`src/rtl/pong_pkg.sv`:
```
// Shared types and helpers for the Pong game-state engine.
package pong_pkg;

    typedef enum logic [1:0] {
        SERVE,
        PLAY,
        POINT,
        GAME_OVER
    } state_e;

    typedef logic [9:0]         coord_t;
    typedef logic signed [10:0] scoord_t;

    function automatic scoord_t clamp(
        input scoord_t v,
        input scoord_t lo,
        input scoord_t hi
    );
        if (v < lo) return lo;
        if (v > hi) return hi;
        return v;
    endfunction

endpackage

```
`src/rtl/pong_paddle_ctrl.sv`:
```
// One paddle: up/down arbitration, fixed step per frame, clamped travel.
module paddle_ctrl
    import pong_pkg::*;
#(
    parameter int V_RES    = 480,
    parameter int PAD_H    = 40,
    parameter int PAD_STEP = 4
) (
    input  logic       clk,
    input  logic       reset,
    input  logic       en,
    input  logic       up,
    input  logic       down,
    output logic [9:0] pad_y
);

    localparam scoord_t LO   = scoord_t'(PAD_H / 2);
    localparam scoord_t HI   = scoord_t'(V_RES - 1 - PAD_H / 2);
    localparam scoord_t STEP = scoord_t'(PAD_STEP);
    localparam scoord_t MID  = scoord_t'(V_RES / 2);

    scoord_t y;
    scoord_t cand;
    scoord_t y_n;

    always_comb begin
        cand = y;
        unique case (1'b1)
            up && !down: cand = y - STEP;
            down && !up: cand = y + STEP;
            default:     cand = y;
        endcase
        y_n = clamp(cand, LO, HI);
    end

    always_ff @(posedge clk or posedge reset) begin
        if (reset) begin
            y <= MID;
        end else if (en) begin
            y <= y_n;
        end
    end

    assign pad_y = y[9:0];

endmodule

```
`src/rtl/pong_game_engine.sv`:
```
// Pong game state: paddles, ball physics, scoring, serve delay and game-over.
module pong_game_engine
    import pong_pkg::*;
#(
    parameter int H_RES        = 640,
    parameter int V_RES        = 480,
    parameter int PAD_H        = 40,
    parameter int PAD_W        = 10,
    parameter int BALL_SZ      = 10,
    parameter int LEFT_PAD_X   = 90,
    parameter int RIGHT_PAD_X  = 540,
    parameter int PAD_STEP     = 4,
    parameter int SPEED_INIT   = 2,
    parameter int SPEED_MAX    = 6,
    parameter int SCORE_W      = 4,
    parameter int WIN_SCORE    = 9,
    parameter int SERVE_FRAMES = 60
) (
    input  logic               clk,
    input  logic               reset,
    input  logic               frame_tick,
    input  logic               start,
    input  logic               l_up,
    input  logic               l_down,
    input  logic               r_up,
    input  logic               r_down,
    output logic [9:0]         ball_x,
    output logic [9:0]         ball_y,
    output logic [9:0]         l_pad_y,
    output logic [9:0]         r_pad_y,
    output logic [SCORE_W-1:0] l_score,
    output logic [SCORE_W-1:0] r_score,
    output logic               game_over,
    output logic               point_pulse
);

    if (WIN_SCORE >= (1 << SCORE_W)) begin : g_bad_win
        $error("WIN_SCORE does not fit in SCORE_W bits");
    end

    localparam int CNT_W = $clog2(SERVE_FRAMES + 1);

    localparam scoord_t HALF   = scoord_t'(BALL_SZ / 2);
    localparam scoord_t CX     = scoord_t'(H_RES / 2);
    localparam scoord_t CY     = scoord_t'(V_RES / 2);
    localparam scoord_t Y_HI   = scoord_t'(V_RES - 1 - BALL_SZ / 2);
    localparam scoord_t X_HI   = scoord_t'(H_RES - 1 - BALL_SZ / 2);
    localparam scoord_t L_FACE = scoord_t'(LEFT_PAD_X + PAD_W);
    localparam scoord_t R_FACE = scoord_t'(RIGHT_PAD_X);
    localparam scoord_t REACH  = scoord_t'(PAD_H / 2 + BALL_SZ / 2);
    localparam scoord_t V0     = scoord_t'(SPEED_INIT);
    localparam scoord_t VMAX   = scoord_t'(SPEED_MAX);
    localparam scoord_t ONE    = 11'sd1;
    localparam scoord_t ZERO   = 11'sd0;

    function automatic scoord_t mag(input scoord_t v);
        return v[10] ? -v : v;
    endfunction

    function automatic scoord_t bump(input scoord_t v);
        return (mag(v) + ONE > VMAX) ? VMAX : mag(v) + ONE;
    endfunction

    function automatic logic [SCORE_W-1:0] sat_inc(
        input logic [SCORE_W-1:0] s
    );
        return (s == '1) ? s : s + 1'b1;
    endfunction

    state_e             state, state_n;
    logic [CNT_W-1:0]   serve_cnt, cnt_n;
    scoord_t            bx, by, dx, dy;
    scoord_t            bx_n, by_n, dx_n, dy_n;
    logic [SCORE_W-1:0] ls_n, rs_n;
    logic               go_n, pp_n;
    logic               pad_en;

    scoord_t nx, ny, px, py, lp, rp;

    assign pad_en = frame_tick && (state != GAME_OVER);
    assign lp     = scoord_t'({1'b0, l_pad_y});
    assign rp     = scoord_t'({1'b0, r_pad_y});

    paddle_ctrl #(
        .V_RES   (V_RES),
        .PAD_H   (PAD_H),
        .PAD_STEP(PAD_STEP)
    ) u_l_pad (
        .clk  (clk),
        .reset(reset),
        .en   (pad_en),
        .up   (l_up),
        .down (l_down),
        .pad_y(l_pad_y)
    );

    paddle_ctrl #(
        .V_RES   (V_RES),
        .PAD_H   (PAD_H),
        .PAD_STEP(PAD_STEP)
    ) u_r_pad (
        .clk  (clk),
        .reset(reset),
        .en   (pad_en),
        .up   (r_up),
        .down (r_down),
        .pad_y(r_pad_y)
    );

    always_comb begin
        state_n = state;
        cnt_n   = serve_cnt;
        bx_n    = bx;
        by_n    = by;
        dx_n    = dx;
        dy_n    = dy;
        ls_n    = l_score;
        rs_n    = r_score;
        go_n    = game_over;
        pp_n    = 1'b0;
        nx      = bx + dx;
        ny      = by + dy;
        px      = nx;
        py      = clamp(ny, HALF, Y_HI);

        if (frame_tick) begin
            unique case (state)
                SERVE: begin
                    bx_n = CX;
                    by_n = CY;
                    if (serve_cnt == CNT_W'(SERVE_FRAMES - 1)) begin
                        cnt_n   = '0;
                        dx_n    = dx[10] ? -V0 : V0;
                        state_n = PLAY;
                    end else begin
                        cnt_n = serve_cnt + 1'b1;
                    end
                end
                PLAY: begin
                    if (ny <= HALF) dy_n = mag(dy);
                    else if (ny >= Y_HI) dy_n = -mag(dy);
                    // Paddles only catch a ball crossing their face this frame.
                    if (dx[10] && (nx - HALF <= L_FACE) &&
                        (bx - HALF > L_FACE) &&
                        (mag(py - lp) <= REACH)) begin
                        px   = L_FACE + HALF;
                        dx_n = bump(dx);
                    end else if ((dx > ZERO) && (nx + HALF >= R_FACE) &&
                                 (bx + HALF < R_FACE) &&
                                 (mag(py - rp) <= REACH)) begin
                        px   = R_FACE - HALF;
                        dx_n = -bump(dx);
                    end
                    if (px <= HALF) begin
                        rs_n    = sat_inc(r_score);
                        dx_n    = -V0;
                        pp_n    = 1'b1;
                        state_n = POINT;
                    end else if (px >= X_HI) begin
                        ls_n    = sat_inc(l_score);
                        dx_n    = V0;
                        pp_n    = 1'b1;
                        state_n = POINT;
                    end
                    bx_n = px;
                    by_n = py;
                end
                POINT: begin
                    bx_n = CX;
                    by_n = CY;
                    if (l_score == SCORE_W'(WIN_SCORE) ||
                        r_score == SCORE_W'(WIN_SCORE)) begin
                        state_n = GAME_OVER;
                        go_n    = 1'b1;
                    end else begin
                        state_n = SERVE;
                    end
                end
                GAME_OVER: begin
                    if (start) begin
                        ls_n    = '0;
                        rs_n    = '0;
                        cnt_n   = '0;
                        go_n    = 1'b0;
                        state_n = SERVE;
                    end
                end
            endcase
        end
    end

    always_ff @(posedge clk or posedge reset) begin
        if (reset) begin
            state       <= SERVE;
            serve_cnt   <= '0;
            bx          <= CX;
            by          <= CY;
            dx          <= V0;
            dy          <= V0;
            l_score     <= '0;
            r_score     <= '0;
            game_over   <= 1'b0;
            point_pulse <= 1'b0;
        end else begin
            state       <= state_n;
            serve_cnt   <= cnt_n;
            bx          <= bx_n;
            by          <= by_n;
            dx          <= dx_n;
            dy          <= dy_n;
            l_score     <= ls_n;
            r_score     <= rs_n;
            game_over   <= go_n;
            point_pulse <= pp_n;
        end
    end

    assign ball_x = bx[9:0];
    assign ball_y = by[9:0];

endmodule

```
`config.mk`:
```
export PLATFORM = sky130hd
export DESIGN_NAME = pong_game_engine
export DESIGN_NICKNAME = d
export VERILOG_FILES = /design/src/rtl/pong_pkg.sv /design/src/rtl/pong_paddle_ctrl.sv /design/src/rtl/pong_game_engine.sv
export SDC_FILE = /design/constraint.sdc
export NUM_CORES = 1
export LEC_CHECK = 0
export CAP_MARGIN = 25
export CORE_ASPECT_RATIO = 0.5
export CORE_UTILIZATION = 57
export DETAILED_ROUTE_END_ITERATION = 12
export GPL_ROUTABILITY_DRIVEN = 1
export PLACE_DENSITY = 0.78
export SLEW_MARGIN = 20
export SYNTH_ARGS = -nofsm -noshare
export SYNTH_HDL_FRONTEND = slang
export SYNTH_HIERARCHICAL = 1
export SYNTH_SLANG_ARGS = --single-unit
```
`constraint.sdc`:
```
create_clock -name clk -period 8.6 [get_ports clk]
set_input_delay 2.15 -clock clk [delete_from_list [all_inputs] [get_ports clk]]
set_output_delay 2.15 -clock clk [all_outputs]
set_load 0.02 [all_outputs]
```
==> results.json, run 1 <==
{
  "first_pass_iters": 5,
  "diodes": 0,
  "drv_cap": 0,
  "relSlewSlack": 0.489,
  "cts_hold_buf": 0,
  "drive_above_1_share": 0.0629,
  "start_util": 0.601,
  "finalSetupViolCount": 0,
  "required_ps": 8800,
  "wl_per_cell_um": 16.0,
  "area_growth_pct": 8.76,
  "rows": 30,
  "power_leakage_nw": 3.97,
  "crit_type": "reg -> reg",
  "end_kind": "flip-flop",
  "numCtsBuffers": 9,
  "core_area_um2": 13900,
  "tns_ps": 0,
  "htreeDepth": 3,
  "finalCriticalPeriod_ps": 7070,
  "async_flop_share": 1.00,
  "yosys-top-cells-area": "dfrtp_1 (19%), ha_1 (10%), dfstp_2 (4.7%)",
  "fin_ws_ps": 1530,
  "grt_first_pass_wirelength_um": 33200,
  "post_cts_buffers": 0,
  "yosysSeqAreaShare": 0.241,
  "drc": 0,
  "nNetsFinal": 1144,
  "cts_resized": 0,
  "yosys_most_used_dff": "dfrtp_1",
  "hold_path_depth": 1,
  "drt-total-wl_um": 20100,
  "r2r_cells": 26,
  "rsz0062_at_grt": "no",
  "drt-vias-per-instance": 6.14,
  "ir_drop_mv": 0.186,
  "first_iter_violations": 731,
  "fin_crit_sh": 0.822,
  "tightest_slew_ps": 767,
  "hold_class": "reg -> reg",
  "skew_ps": 8.14,
  "grt_max_degree": 61,
  "status": "finished clean",
  "die_x_um": 173,
  "grt_pass1_vias": 6842,
  "powerDensity_nw_per_um2": 410,
  "pre_cts_ws_ps": 1720,
  "portBuffers": 57,
  "antenna_found_initial": 0,
  "yosysTopAreaCell": "dfrtp_1",
  "utilization": 0.654,
  "arrival_ps": 7260,
  "critPathLaunchType": "flip-flop",
  "cts-root-buf": "clkbuf_16",
  "synth_top_cell_area_share": 0.194,
  "worstSkewPairLatency_ps": 340,
  "die_h_um": 87.7,
  "synth_cell_types": 86,
  "ys_ff_latch": 80,
  "avgSynthCellArea_um2": 8.01,
  "ioPinCount": 58,
  "cts_tree": "yes",
  "clock-sinks": 80,
  "cp_max_fo": 14,
  "yosysWarnings": 6,
  "design.die.area_um2": 15200,
  "fmax_ghz": 0.141,
  "via_count": 7718,
  "syn_inst": 1045,
  "final_cell_count_no_fill": 1257,
  "gp_congestion": 0.934,
  "grt_overflow_total": 0,
  "synth_edf_count": 0,
  "ant_nets": 0,
  "place_inst": 1241,
  "grt_use_total": 0.265,
  "slew_viol_final": 0,
  "finalHoldViolations": 0,
  "clkTransAtPathRegs_ps": 60,
  "clock_path_buffers": 2,
  "syn-cell-area_um2": 8370,
  "dp_hpwl_um": 15600
}
==> per-layer routing <==
| layer | routed length (um) | global-route usage | vias to the layer above | part of all wire |
|---|---|---|---|---|
| met4 | 271 | 0.0579 | 0 | 0.014 |
| met3 | 1180 | 0.0356 | 24 | 0.059 |
| met2 | 8970 | 0.433 | 259 | 0.45 |
| li1 | - | - | 3829 | - |
| met1 | 9650 | 0.376 | 3606 | 0.48 |
| met5 | 0 | 0 | - | 0 |
==> synth_stat cells, types with 17 or more instances <==
master and instances:
a211oi_1 17, a21o_1 17, a21oi_1 73, buf_4 40
dfrtp_1 65, ha_1 70, inv_1 78, nand2_1 96
nand2b_1 22, nand3_1 33, nor2_1 67, nor2b_1 19
nor3_1 28, o21ai_0 70, xnor2_1 27, xor2_1 29
==> final cells by class <==
class	count	area [um2]
well taps	192	240
fillers	1192	4820
inverters	80	300
clock buffers	9	225
flip-flops and latches	80	2020
multi-input cells	829	5670
repair buffers	60	593
clock inverters	7	53.8
==> cell families after synthesis <==
logic type	share of synthesized area
compound gates	0.259
xor+xnor	0.0586
fa+ha+maj	0.119
buf+inv	0.0816
flops	0.241
mux	0.0120
other cells	0.000448
simple gates	0.228
==> sequential cells by signal (all words and copies together) (netlist names) <==
name         flops
bx              11
by              11
dx              11
u_l_pad/y       10
u_r_pad/y       10
dy               9
serve_cnt        6
l_score          4
r_score          4
state            2
game_over        1
point_pulse      1
==> worst paths after layout <==
| kind | startpoint | endpoint | slack (ps) |
|---|---|---|---|
| setup / recovery | by[2] | dx[7] | 1530 |
| hold / removal | dy[5] | dy[5] | 480 |
| setup reg to reg | by[2] | dx[7] | 1530 |
| hold reg to reg | dy[5] | dy[5] | 480 |
| max in group asynchronous | reset | dx[10] | 5680 |
| min in group asynchronous | reset | u_l_pad/y[0] | 2150 |
==> cells in the final DEF, fill, tap and decap left out, drive strengths merged, types with 8 or more instances in the layout <==
master and count:
a211oi 19, a21o 17, a21oi 79, a31oi 13, and3 8, clkbuf 9, clkdlybuf4s50 57, dfrtp 65
dfstp 15, ha 70, inv 81, mux2i 10, nand2 96, nand2b 22, nand3 35, nand4 10
nor2 68, nor2b 19, nor3 29, nor4 17, o211ai 10, o21a 14, o21ai 79, or2 8
or3 9, xnor2 27, xor2 29
==> critical path: stages, from the launching register on <==
cell      delay (ps)
dfrtp_1          430
ha_1             370
a21o_1           180
a21oi_1          220
o21bai_1          90
a21oi_1          280
o21bai_1         120
a21oi_1          250
o21bai_1          90
a21oi_1          250
xor2_1           390
nand2_1          280
nor2_1           270
inv_1            130
fa_1             440
nor2b_1          180
o22ai_1          120
xnor2_1          390
nor4_2           130
or2_2            320
a211o_1          310
a221oi_1         300
o221ai_1         380
inv_1            290
o31ai_4          170
a311oi_1         460
a21oi_1           80
==> through the flow <==
step / total power [mW] / instance area (um2) / hold slack, ps
CTS: 3.69 / 9100 / 478
floorplan: 2.77 / 8380 / 446
global placement: 3.25 / 8830 / 459
global route: 4.05 / 9100 / 486
detailed placement: 3.31 / 8830 / 464
finish: 3.73 / 9100 / 477
==> report_power, final <==
part	leakage, nW	switching, mW	internal [mW]	total, mW
clock	0.129	0.166	0.198	0.364
sequential	0.985	0.206	0.501	0.707
combinational	2.85	1.57	1.09	2.66
total	3.97	1.94	1.79	3.73
Note: power is estimated with default switching activity, not from simulation.
==> run 2, diff against run 1 <==
- CORE_UTILIZATION: 57 -> 55
- clock period: 8.6 -> 5.97 ns (I/O delays scaled with it)
==> results.json, run 2 (synthesis gave the netlist of run 1 again) <==
{
  "start_util": 0.571,
  "tns_ps": -155,
  "finalSetupViolCount": 6,
  "place_inst": 1285,
  "die_h_um": 89.2,
  "worstSkewPairLatency_ps": 340,
  "grt_max_degree": 61,
  "clock_path_buffers": 2,
  "core_area_um2": 14700,
  "grt.busiest_layer": "met2",
  "ioPinCount": 58,
  "path_depth": 27,
  "arrival_ps": 6230,
  "ir_drop_mv": 0.305,
  "htreeDepth": 3,
  "antenna_found_initial": 0,
  "crit_type": "reg -> reg",
  "status": "finished with violations",
  "wl_per_cell_um": 17.0,
  "critPathLaunchType": "flip-flop",
  "drv_cap": 0,
  "met3_usage": 0.0438,
  "dp_hpwl_um": 16100,
  "fmax_ghz": 0.166,
  "grt_use_total": 0.270,
  "drt-total-wl_um": 22300,
  "drive_above_1_share": 0.154,
  "area_growth_pct": 17.7,
  "finalCriticalPeriod_ps": 6020,
  "nFillCells": 1153,
  "finalHoldViolations": 0,
  "design.die.area_um2": 15700,
  "utilization": 0.672,
  "first_iter_violations": 668,
  "final_common_cell": "nand2_1",
  "relSlewSlack": 0.467,
  "drc": 0,
  "cts-root-buf": "clkbuf_16",
  "via_count": 8147,
  "final_cell_count_no_fill": 1311,
  "use_met2": 0.447,
  "die_x_um": 176,
  "grt_overflow_total": 0,
  "first_pass_iters": 6,
  "layout_common_cells": "nand2_1 (93), inv_1 (75), o21ai_0 (68), ha_1 (67), dfrtp_1 (65)",
  "powerDensity_nw_per_um2": 605,
  "cp_max_fo": 7,
  "diodes": 0,
  "fin_ws_ps": -50.2,
  "power_mw": 5.96,
  "grt_pass1_vias": 7252,
  "end_kind": "flip-flop",
  "power_leakage_nw": 4.30,
  "hold_path_depth": 1,
  "skew_ps": 6.46,
  "violations": "negative setup slack",
  "critPathSlowestCell": "dfrtp_1",
  "grt_first_pass_wirelength_um": 34400,
  "portBuffers": 57,
  "tightest_slew_ps": 799,
  "path_buf_inv": 2,
  "cts_tree": "yes",
  "worst_hold_slack_ps": 477,
  "numCtsBuffers": 9,
  "r2r_cells": 27,
  "required_ps": 6180,
  "cp_common_cell": "a21oi_2",
  "use_met1": 0.370,
  "clkTransAtPathRegs_ps": 60,
  "hold_class": "reg -> reg",
  "slew_viol_final": 0,
  "ant_nets": 0,
  "max_stage_delay_ps": 390,
  "drt-vias-per-instance": 6.21,
  "gp_congestion": 0.929,
  "nNetsFinal": 1192,
  "reg.largest.list": "bx: 11 flops, by: 11 flops, dx: 11 flops",
  "clock-sinks": 80,
  "path_delay_family": "compound AO/OA/AOI/OAI gates",
  "fin_crit_sh": 1.01,
  "rows": 31
}
-- run 2: changes by cell type in the layout (fill, tap and decap cells not counted), sizes merged --
cell / change
inv: -2
clkbuf: +2
buf: +48
bufinv: +1
clkinvlp: -3
clkinv: +2
-- run 2: cell type report --
| type | count | area [um2] | share of cell area |
|---|---|---|---|
| multi-input combinational | 829 | 6030 | 0.612 |
| sequential | 80 | 2020 | 0.205 |
| timing repair buffer | 108 | 957 | 0.0972 |
| inverter | 80 | 300 | 0.0305 |
| tap | 198 | 248 | 0.0251 |
| clock buffer | 11 | 233 | 0.0236 |
| clock inverter | 5 | 65.1 | 0.00660 |
-- run 2: worst paths after layout --
kind / start / to / slack (ps)
setup / recovery: by[2] / l_score[2] / -50
hold / removal: dy[8] / dy[8] / 480
setup reg to reg: by[2] / l_score[2] / -50
hold reg to reg: dy[8] / dy[8] / 480
max in group asynchronous: reset / dx[0] / 3660
min in group asynchronous: reset / u_l_pad/y[0] / 1520
-- run 2: worst register-to-register path, stage by stage, from the launching register on --
cell and delay, ps:
dfrtp_1 390, ha_1 320, a21o_1 170, a21oi_2 160, o21bai_1 100, a21oi_2 170, o21bai_1 110, a21oi_2 150
o21bai_1 90, a21oi_2 230, xor2_2 310, buf_4 200, nand2_2 100, a21o_1 210, ha_1 270, or2_1 310
o21ai_1 270, a311o_1 360, nor4_4 70, or2_2 310, a211o_1 320, a221oi_2 300, o221ai_2 240, a21oi_1 170
buf_4 180, and3b_1 200, xnor2_1 140, nor2_1 50
-- run 2: what timing repair did --
action / CTS / global route
buffers inserted: 0 / 10
gates resized for setup: 10 / 61
endpoints found under the setup margin: 27 / 33
pin swaps: 2 / 20
hold buffers: 0 / 0
-- run 2: layer usage --
metal / wire length (um) / vias to the layer above
met5: 0 / -
li1: - / 3928
met3: 1310 / 38
met1: 10300 / 3902
met4: 370 / 0
met2: 10300 / 279
-- run 2: per-stage QoR --
stage	area [um2]	setup WS [ps]
global route	9850	-287
floorplan	8380	157
global placement	9120	-10.3
CTS	9470	24.4
finish	9850	-50.2
detailed placement	9120	-305
-- run 2: power breakdown --
part | internal [mW] | leakage (nW) | switching [mW] | total (mW)
clock | 0.328 | 0.144 | 0.232 | 0.560
combinational | 1.83 | 3.17 | 2.54 | 4.37
sequential | 0.721 | 0.985 | 0.302 | 1.02
==> run 3, diff against run 2 <==
- CORE_UTILIZATION: 55 -> 42
- PLACE_DENSITY: 0.78 -> default
==> results.json, run 3 (synthesis gave the netlist of run 1 again) <==
{
  "numCtsBuffers": 9,
  "drt-total-wl_um": 22700,
  "route.met2.wl_um": 10800,
  "ir_drop_mv": 0.290,
  "final_common_cell": "nand2_1",
  "drive_above_1_share": 0.200,
  "drv_cap": 0,
  "r2r_cells": 30,
  "worstSkewPairLatency_ps": 340,
  "layout_common_cells": "nand2_1 (93), buf_4 (90), inv_1 (77), o21ai_0 (68)",
  "die_h_um": 102,
  "crit_type": "reg -> reg",
  "rsz0062_at_grt": "yes",
  "wl_met3_um": 844,
  "grt_use_total": 0.218,
  "arrival_ps": 6060,
  "first_pass_iters": 10,
  "rrSetupSlack_ps": 110,
  "ff_latch_area_um2": 2020,
  "hold_start": "dy[6]",
  "drt-met1-wl_um": 10900,
  "p_seq_frac": 0.164,
  "cp_max_fo": 6,
  "portBuffers": 57,
  "place_inst": 1402,
  "power_leakage_nw": 4.53,
  "clock_path_buffers": 2,
  "powerDensity_nw_per_um2": 600,
  "finalHoldViolations": 0,
  "p_switching_mw": 3.10,
  "diodes": 0,
  "multi_input_comb_area_um2": 6120,
  "end_kind": "flip-flop",
  "critPathSlowestCell": "dfrtp_2",
  "power.internal_mw": 3.14,
  "hold_path_depth": 1,
  "finalCriticalPeriod_ps": 5860,
  "die_x_um": 202,
  "antenna_found_initial": 1,
  "final_cell_count_no_fill": 1424,
  "violations": "design-rule violations",
  "start_util": 0.429,
  "hold_class": "reg -> reg",
  "required_ps": 6180,
  "status": "finished with violations",
  "cp_common_cell": "a21oi_2",
  "drc": 1,
  "cts_tree": "yes",
  "tightest_slew_ps": 816,
  "top_layer": "met4",
  "fin_crit_sh": 0.981,
  "rows": 36,
  "grt_overflow_total": 0,
  "ioPinCount": 58,
  "power_mw": 6.23,
  "hold_end": "dy[6]",
  "design.die.area_um2": 20500,
  "fmax_ghz": 0.171,
  "dp_hpwl_um": 17200,
  "grt_pass1_vias": 7549,
  "critPathLaunchType": "flip-flop",
  "via_count": 8030,
  "slew_viol_final": 0,
  "core_area_um2": 19500,
  "p_clk_frac": 0.084,
  "ant_nets": 0,
  "grt_max_degree": 61,
  "comb_power_share": 0.751,
  "clock-sinks": 80,
  "reg2reg_to": "l_score[2]",
  "htreeDepth": 3,
  "reg.largest.list": "bx: 11 flops, by: 11 flops, dx: 11 flops",
  "rr_startpoint": "dy[2]",
  "finalSetupViolCount": 0,
  "relSlewSlack": 0.453,
  "clkTransAtPathRegs_ps": 70,
  "area_growth_pct": 24.0,
  "cts-root-buf": "clkbuf_16",
  "sw_frac_of_total": 0.497,
  "skew_ps": 9.70,
  "grt_first_pass_wirelength_um": 37000,
  "wl_per_cell_um": 15.9,
  "nNetsFinal": 1238,
  "max_stage_delay_ps": 440,
  "gp_congestion": 0.938,
  "drt-vias-per-instance": 5.64,
  "first_iter_violations": 392,
  "nFillCells": 1836
}
-- run 3: cell types whose count changed in the layout (fill, tap and decap cells not counted), moves of 3 or more --
cell	change
buf_4	+40
buf_6	+5
ha_1	-4
ha_4	+3
nand3_2	+3
-- run 3: critical path, delay by kind of cell (launching register included) --
kind,cells,cell delay (ps)
flops,1,440
buf+inv,5,760
fa+ha+maj,2,550
simple gates,6,1080
compound gates,15,2560
xor+xnor,2,340
-- run 3: cell type report --
class | count | share of cell area
tap | 266 | 0.0320
inverter | 80 | 0.0289
sequential | 80 | 0.195
timing repair buffer | 154 | 0.128
multi-input combinational | 829 | 0.590
clock inverter | 4 | 0.00289
clock buffer | 11 | 0.0234
-- run 3: worst max path at each step --
| stage | from | endpoint | slack [ps] |
|---|---|---|---|
| after floorplan | by[2] | l_score[2] | 160 |
| after global placement | by[1] | l_score[2] | -60 |
| after detailed placement | by[2] | dx[9] | -210 |
| after CTS | by[2] | dx[7] | 10 |
| after global routing | by[2] | l_score[2] | -140 |
| final | dy[2] | l_score[2] | 110 |
-- run 3: power by group through the flow --
stage / Clock (mW) / Combinational (mW) / Sequential [mW]
CTS: 0.535 / 4.31 / 1.02
detailed placement: 0 / 4.21 / 1.03
floorplan: 0 / 3.08 / 0.909
global route: 0.556 / 5.17 / 1.06
global placement: 0 / 4.14 / 1.03
finish: 0.524 / 4.68 / 1.02
-- run 3: per-stage QoR --
step | setup TNS [ps] | hold WS [ps] | setup WS [ps] | util | area (um2)
after floorplan | 0 | 446 | 157 | - | 8380
after global placement | -182 | 464 | -57.2 | 0.491 | 9580
after detailed placement | -2150 | 465 | -210 | 0.491 | 9580
after CTS | 0 | 478 | 14.6 | 0.510 | 9950
after global routing | -793 | 504 | -138 | 0.532 | 10400
final | 0 | 475 | 115 | 0.532 | 10400
-- run 3: timing repair --
| action | in CTS | in global routing |
|---|---|---|
| hold buffers | 0 | 0 |
| endpoints found under the setup margin | 23 | 33 |
| gates resized for setup | 19 | 73 |
| pin swaps | 6 | 25 |
| setup buffers | 0 | 7 |
-- run 3: layer usage --
layer  vias up  track usage
met3        11       0.0309
li1       4021            -
met4         0       0.0361
met5         -            0
met1      3844        0.297
met2       154        0.377
